**src/rtl/step_recorder.sv**
```systemverilog
// Records button-selected 2-bit values into a small RAM: one write per debounced
// rec press, with occupancy count, full and sticky overflow flags.
module step_recorder #(
    parameter int DEBOUNCE_CYCLES = 4,
    parameter int ADDR_WIDTH      = 2
) (
    input  logic                  clk,
    input  logic                  reset,
    input  logic                  rec_n,
    input  logic [1:0]            data_n,
    input  logic                  clr,
    output logic                  write,
    output logic [ADDR_WIDTH-1:0] WriteAddr,
    output logic [7:0]            WriteData,
    output logic [ADDR_WIDTH:0]   count,
    output logic                  full,
    output logic                  overflow,
    output logic [1:0]            led
);

    localparam int DEPTH = 2 ** ADDR_WIDTH;
    localparam int CW    = (DEBOUNCE_CYCLES > 1) ? $clog2(DEBOUNCE_CYCLES) : 1;
    localparam logic [CW-1:0]       CNT_LAST   = CW'(DEBOUNCE_CYCLES - 1);
    localparam logic [ADDR_WIDTH:0] COUNT_FULL = (ADDR_WIDTH + 1)'(DEPTH);

    typedef enum logic [1:0] {
        S_IDLE  = 2'd0,
        S_WRITE = 2'd1,
        S_HOLD  = 2'd2
    } state_t;

    // Bit 2 carries rec, bits 1:0 carry data, through synchronizer and debouncer.
    logic [2:0]            r_sync1;
    logic [2:0]            r_sync2;
    logic [2:0]            r_db;
    logic [CW-1:0]         r_db_cnt [3];
    logic                  r_rec_db_d;
    state_t                r_state;
    logic [ADDR_WIDTH-1:0] r_wptr;
    logic                  w_press;

    assign w_press = r_db[2] & ~r_rec_db_d;
    assign full    = (count == COUNT_FULL);

    // Two-flop synchronizer on the inverted (active-high) buttons.
    always_ff @(posedge clk) begin
        if (reset) begin
            r_sync1 <= 3'b000;
            r_sync2 <= 3'b000;
        end else begin
            r_sync1 <= ~{rec_n, data_n};
            r_sync2 <= r_sync1;
        end
    end

    // Per-input debouncer: level flips after DEBOUNCE_CYCLES consecutive differing samples.
    always_ff @(posedge clk) begin
        if (reset) begin
            r_db <= 3'b000;
            for (int i = 0; i < 3; i++) begin
                r_db_cnt[i] <= {CW{1'b0}};
            end
        end else begin
            for (int i = 0; i < 3; i++) begin
                if (r_sync2[i] == r_db[i]) begin
                    r_db_cnt[i] <= {CW{1'b0}};
                end else if (r_db_cnt[i] == CNT_LAST) begin
                    r_db[i]     <= r_sync2[i];
                    r_db_cnt[i] <= {CW{1'b0}};
                end else begin
                    r_db_cnt[i] <= r_db_cnt[i] + CW'(1);
                end
            end
        end
    end

    // Control FSM; a clr in the WRITE cycle drops the pending increment since the
    // recording is emptied on that same edge anyway.
    always_ff @(posedge clk) begin
        if (reset) begin
            r_state    <= S_IDLE;
            r_rec_db_d <= 1'b0;
            r_wptr     <= {ADDR_WIDTH{1'b0}};
            count      <= {(ADDR_WIDTH + 1){1'b0}};
            overflow   <= 1'b0;
            write      <= 1'b0;
            WriteAddr  <= {ADDR_WIDTH{1'b0}};
            WriteData  <= 8'h00;
            led        <= 2'b00;
        end else begin
            r_rec_db_d <= r_db[2];
            write      <= 1'b0;
            if (clr) begin
                r_wptr   <= {ADDR_WIDTH{1'b0}};
                count    <= {(ADDR_WIDTH + 1){1'b0}};
                overflow <= 1'b0;
                r_state  <= r_db[2] ? S_HOLD : S_IDLE;
            end else begin
                case (r_state)
                    S_IDLE: begin
                        if (w_press && full) begin
                            overflow <= 1'b1;
                            r_state  <= S_HOLD;
                        end else if (w_press) begin
                            write     <= 1'b1;
                            WriteAddr <= r_wptr;
                            WriteData <= {6'b000000, r_db[1:0]};
                            led       <= r_db[1:0];
                            r_state   <= S_WRITE;
                        end else begin
                            r_state <= S_IDLE;
                        end
                    end
                    S_WRITE: begin
                        r_wptr  <= r_wptr + ADDR_WIDTH'(1);
                        count   <= count + (ADDR_WIDTH + 1)'(1);
                        r_state <= S_HOLD;
                    end
                    S_HOLD: begin
                        r_state <= r_db[2] ? S_HOLD : S_IDLE;
                    end
                    default: begin
                        r_state <= S_IDLE;
                    end
                endcase
            end
        end
    end

endmodule

```
**config.mk**
```make
export PLATFORM = sky130hd
export DESIGN_NAME = step_recorder
export DESIGN_NICKNAME = d
export VERILOG_FILES = /design/src/rtl/step_recorder.sv
export SDC_FILE = /design/constraint.sdc
export NUM_CORES = 1
export LEC_CHECK = 0
export CORE_MARGIN = 5
export CORE_UTILIZATION = 45
export DETAILED_ROUTE_END_ITERATION = 8
export PLACE_DENSITY = 0.71
export REMOVE_ABC_BUFFERS = 1
export SYNTH_ARGS = -nofsm -noshare
export SYNTH_HDL_FRONTEND = slang
export SYNTH_SLANG_ARGS = --single-unit
```
**constraint.sdc**
```tcl
create_clock -name clk -period 1.5 [get_ports clk]
set_input_delay 0.15 -clock clk [delete_from_list [all_inputs] [get_ports clk]]
set_output_delay 0.15 -clock clk [all_outputs]
set_load 0.02 [all_outputs]
```
After elaboration in Yosys (flattened, before gate mapping)
Memory sizes are Yosys's and may differ from the RTL's.
Index checks and enable logic that the tools add are counted.

storage, ports and cells
  register bits = 23
  latch bits = 0
  bits in writable memories = 6
  memory bits (read-only) = 0
  word-level logic and storage cells = 105
  memories kept = 1

cells by class
  $add $sub $neg = 5
  multipliers = 0
  div/mod/pow operators = 0
  $lt $le $gt $ge = 0
  eq/ne operators = 9
  shift operators = 0
  multiplexer cells = 50
  bitwise logic cells = 18
  reductions and logical operators = 9

memory list
  memory    words  bits a word  read ports  clocked after memory_dff  wr ports  line  text
  r_db_cnt  3      2            3           0                         3         36    logic [CW-1:0] r_db_cnt [3];

operators by type and width
  cell                                                             count
  1-bit 2-to-1 mux                                                 37
  2-bit 2-to-1 mux                                                 12
  1-bit bitwise OR                                                 9
  2-bit by 1-bit adder with 2-bit output, second input constant    4
  2-bit == test, second input constant                             4
  2-bit AND reduction                                              4
  1-bit inverter                                                   7
  2-bit case mux with 3 select lines                               1
  4-bit AND reduction                                              1
  4-bit OR reduction                                               1
  3-bit by 1-bit adder with 3-bit output, second input constant    1
  1-bit == test                                                    3
  3-bit == test, second input constant                             1
  3-bit inverter                                                   1
  2-bit by 1-bit == test with 1-bit output, second input constant  1
  2-bit zero test                                                  1
  2-bit OR reduction                                               1
  1-bit AND                                                        1
  1-bit logical AND                                                1

Longest topological paths before layout
An unclocked memory read counts as a cell.

  word-level depth = 8
  depth in mapped cells = 6
  gate-level depth less buffers = 6

Least setup slack after synthesis
OpenSTA, ideal clock, no wires.

  path type = flip-flop to flip-flop
  from = register count[0]
  to = register r_state[1]
  library setup time = 127 ps
  arrival time = 1273 ps
  data required time = 1373 ps
  slack = 100 ps
  stages on the path, launching flop included = 7
  path buffers = 0
  cells stage by stage = dfxtp_1 inv_1 ha_1 nand2_1 inv_1 a31oi_1 o41ai_1

between the ends
  longest elaborated chain between the ends = 5

RTL lines
  item                                line  text
  start, declared                     15    output logic [ADDR_WIDTH:0] count,
  start signal, assigned              84    count <= {(ADDR_WIDTH + 1){1'b0}};
  start signal, assigned              95    count <= {(ADDR_WIDTH + 1){1'b0}};
  start signal, assigned              116   count <= count + (ADDR_WIDTH + 1)'(1);
  3-bit == test                       43    assign full = (count == COUNT_FULL);
  net full                            16    output logic full,
  1-bit logical AND                   101   if (w_press && full) begin
  2-bit 2-to-1 mux                    101
  2-bit case mux with 3 select lines  99    case (r_state)
  2-bit 2-to-1 mux                    93    if (clr) begin
  end signal, assigned                97    r_state <= r_db[2] ? S_HOLD : S_IDLE;
  end signal, assigned                120   r_state <= r_db[2] ? S_HOLD : S_IDLE;
  end, declared                       38    state_t r_state;

The timed path passes the listed nets, and every way through them passes these cells.
A chain may end at the register's enable or synchronous reset.

==> impl_metrics.json <==
{
  "die_x_um": 61.75,
  "grtUsageTotal": 0.1302,
  "pwr_density_cell_nw_per_um2": 888.6,
  "place_area_um2": 1439,
  "peakVddDrop_v": 0.0005673,
  "slew_viol_final": 0,
  "yosysSeqAreaShare": 0.5317,
  "dieArea_um2": 3812,
  "rows": 18,
  "cts_max_level": 2,
  "skew_ns": 0.005264,
  "drt_iter0_drc": 8,
  "antenna_left": 0,
  "power_mw": 1.329,
  "design_area_um2": 1495,
  "viasPerCell": 4.709,
  "register_area_um2": 640.6,
  "wl_per_cell_um": 11.02,
  "grt_pass1_vias": 790,
  "cts_buffers": 5,
  "internal_power_mw": 1.024,
  "clk_path_buf_depth": 2,
  "netlist.top_cell.by_area": "dfxtp_1",
  "setup_viol_count_final": 0,
  "multiInputGateArea_um2": 504.2,
  "p_sw_mw": 0.3042,
  "worstSetupPathType": "flip-flop to primary output",
  "cp_max_fo": 3,
  "portBuffers": 17,
  "hold_class": "input pin to flip-flop",
  "run_status": "complete, no violations",
  "p_clk_frac": 0.324,
  "combPwrFrac": 0.060,
  "cp-startpoint": "WriteData[0]",
  "routabilityCongestion": 0.7477,
  "drt-total-wl_um": 1973,
  "grt_max_degree": 11,
  "cts.sinks": 29,
  "regToRegStartpoint": "r_state[0]",
  "root_buffer": "clkbuf_4",
  "regToRegEndpoint": "WriteAddr[1]",
  "period_needed_ns": 1.419,
  "post-route-util": 0.5928,
  "cts_setup_buffers": 0,
  "cts_tree": "done",
  "ys_warn_count": 0,
  "rr_worst_depth": 3,
  "rsz0062_at_grt": "false",
  "drive_above_1_share": 0.1275,
  "period_share": 0.9463,
  "p_leak_nw": 0.6983,
  "synth-seq-cells": 29,
  "cpMaxStageDelayCell": "clkdlybuf4s50_1",
  "antenna_found_initial": 0,
  "endpoint": "led[0]",
  "dr.pass1.iters": 6,
  "startpoint_type": "flip-flop",
  "cts.clk_slew.worst_paths_ns": 0.09,
  "clock_latency_ns": 0.31,
  "nFillCells": 236,
  "syn_to_final_growth_pct": 24.09,
  "slowest_delay_ns": 0.61,
  "grt_pass1_wl_um": 3422,
  "clock.fmax_ghz": 0.7045,
  "die_y_um": 61.75,
  "p_seq_frac": 0.617,
  "initial_core_util": 0.4777,
  "crit_chain": "clkdlybuf4s50_1",
  "cp-end-kind": "primary output",
  "overflow": 0,
  "synth_area_leaders": "dfxtp_1 (38%), edfxtp_1 (15%), nor2_1 (5.6%)",
  "io_pins": 24,
  "drv_cap": 0,
  "critPathTopFamily": "buffers and inverters",
  "via_count": 843,
  "tns_ns": 0,
  "avgSynthCellArea_um2": 10.30,
  "syn_inst": 117,
  "diodes": 0,
  "crit_arrival_ns": 1.27,
  "dp_hpwl_um": 1559,
  "synth_top_area_frac": 0.3821,
  "cp_num_cells": 1,
  "drc": 0,
  "fin_nets": 159,
  "coreArea_um2": 2522,
  "r2r_slack_ns": 0.18,
  "required_ns": 1.35,
  "synth.cell_area_um2": 1205,
  "critical_path_buf_inv_count": 1,
  "swShare": 0.2290,
  "finalHoldViolCount": 0,
  "ys_types": 26
}
==> how the worst min path moves through the flow <==
stage	to	cells past startpoint	slack [ns]	start
3_3_place_gp	r_sync2[0]	1	0.42	r_sync1[0]
6_report	r_sync1[0]	2	0.34	data_n[0]
2_1_floorplan	r_sync1[0]	1	0.22	data_n[0]
3_5_place_dp	r_sync2[0]	1	0.43	r_sync1[0]
4_1_cts	r_sync1[0]	2	0.33	data_n[0]
5_1_grt	r_sync1[2]	2	0.31	rec_n
==> final cells by class <==
class | count | area share
clock buffers | 6 | 0.02762
clock inverters | 2 | 0.006695
inverters | 7 | 0.01757
multi-input cells | 80 | 0.3372
flip-flops and latches | 29 | 0.4285
well taps | 30 | 0.02510
repair buffers | 25 | 0.1573
==> routing by layer <==
layer  wire length [µm]  part of all wire  global-route usage  vias to the layer above
li1                   -                 -                   -                      435
met5                  0                 0                   0                        -
met3                137             0.069             0.07438                        2
met4                 12            0.0061             0.05455                        0
met2                898              0.46              0.1839                       22
met1                924              0.47              0.1628                      384
==> cells in the mapped netlist <==
cell type / count
edfxtp_1: 6
nor3_1: 2
nand3b_1: 2
or4b_4: 1
conb_1: 2
o41ai_1: 1
or3_1: 3
o21ai_0: 1
a21oi_1: 5
nand2_1: 1
a21o_1: 1
mux2i_1: 4
ha_1: 5
inv_1: 7
nor4b_2: 1
xor2_1: 2
o21ai_1: 4
buf_4: 8
clkbuf_1: 3
nor2b_1: 6
dfxtp_1: 23
xnor2_1: 5
or2_2: 1
nand4b_1: 4
nor2_1: 18
a31oi_1: 1
==> power by group through the flow <==
stage                     logic (mW)  clock network [mW]  registers [mW]
after CTS                     0.0793               0.445           0.820
after floorplan               0.0435                   0           0.835
after detailed placement      0.0790                   0           0.838
after global routing          0.0894               0.503           0.822
final                         0.0791               0.430           0.819
after global placement        0.0772                   0           0.837
==> flip-flops by register name, summed over array words and instances (netlist names) <==
name	cells
r_db_cnt	6
count	3
r_db	3
r_sync1	3
r_sync2	3
WriteAddr	2
WriteData	2
r_state	2
r_wptr	2
overflow	1
r_rec_db_d	1
write	1
==> cells by family (layout without fill, tap and decap cells) <==
logic type | Yosys count | after routing | share of synthesized area
simple gates | 39 | 39 | 0.1848
flops | 29 | 29 | 0.5317
buf+inv | 18 | 40 | 0.08100
compound gates | 13 | 13 | 0.06023
xor+xnor | 7 | 7 | 0.05088
fa+ha+maj | 5 | 5 | 0.05192
mux | 4 | 4 | 0.03323
other cells | 2 | 12 | 0.006233
==> metrics by stage <==
stage / hold WS, ns / setup WS [ns] / instances
2_1_floorplan: 0.2167 / 0.1021 / 116
3_3_place_gp: 0.4189 / 0.07630 / 171
3_5_place_dp: 0.4324 / 0.06878 / 171
4_1_cts: 0.3279 / 0.004093 / 179
5_1_grt: 0.3088 / 0.01238 / 179
6_report: 0.3355 / 0.08053 / 179
==> cell usage in the layout (no fill, tap or decap), drive strengths merged, types with 6 or more instances in the layout <==
cell type / instances
inv: 7
nor2: 18
nor2b: 6
dfxtp: 23
edfxtp: 6
clkdlybuf4s50: 9
conb: 12
clkbuf: 6
buf: 9
==> timing repair <==
item / CTS / global route
gates resized for setup: 5 / 6
pin swaps: 0 / 0
hold buffers: 0 / 0
gates cloned: 0 / 0
setup endpoints to repair: 3 / 6
No activity file was read; power rests on OpenSTA's default activity.
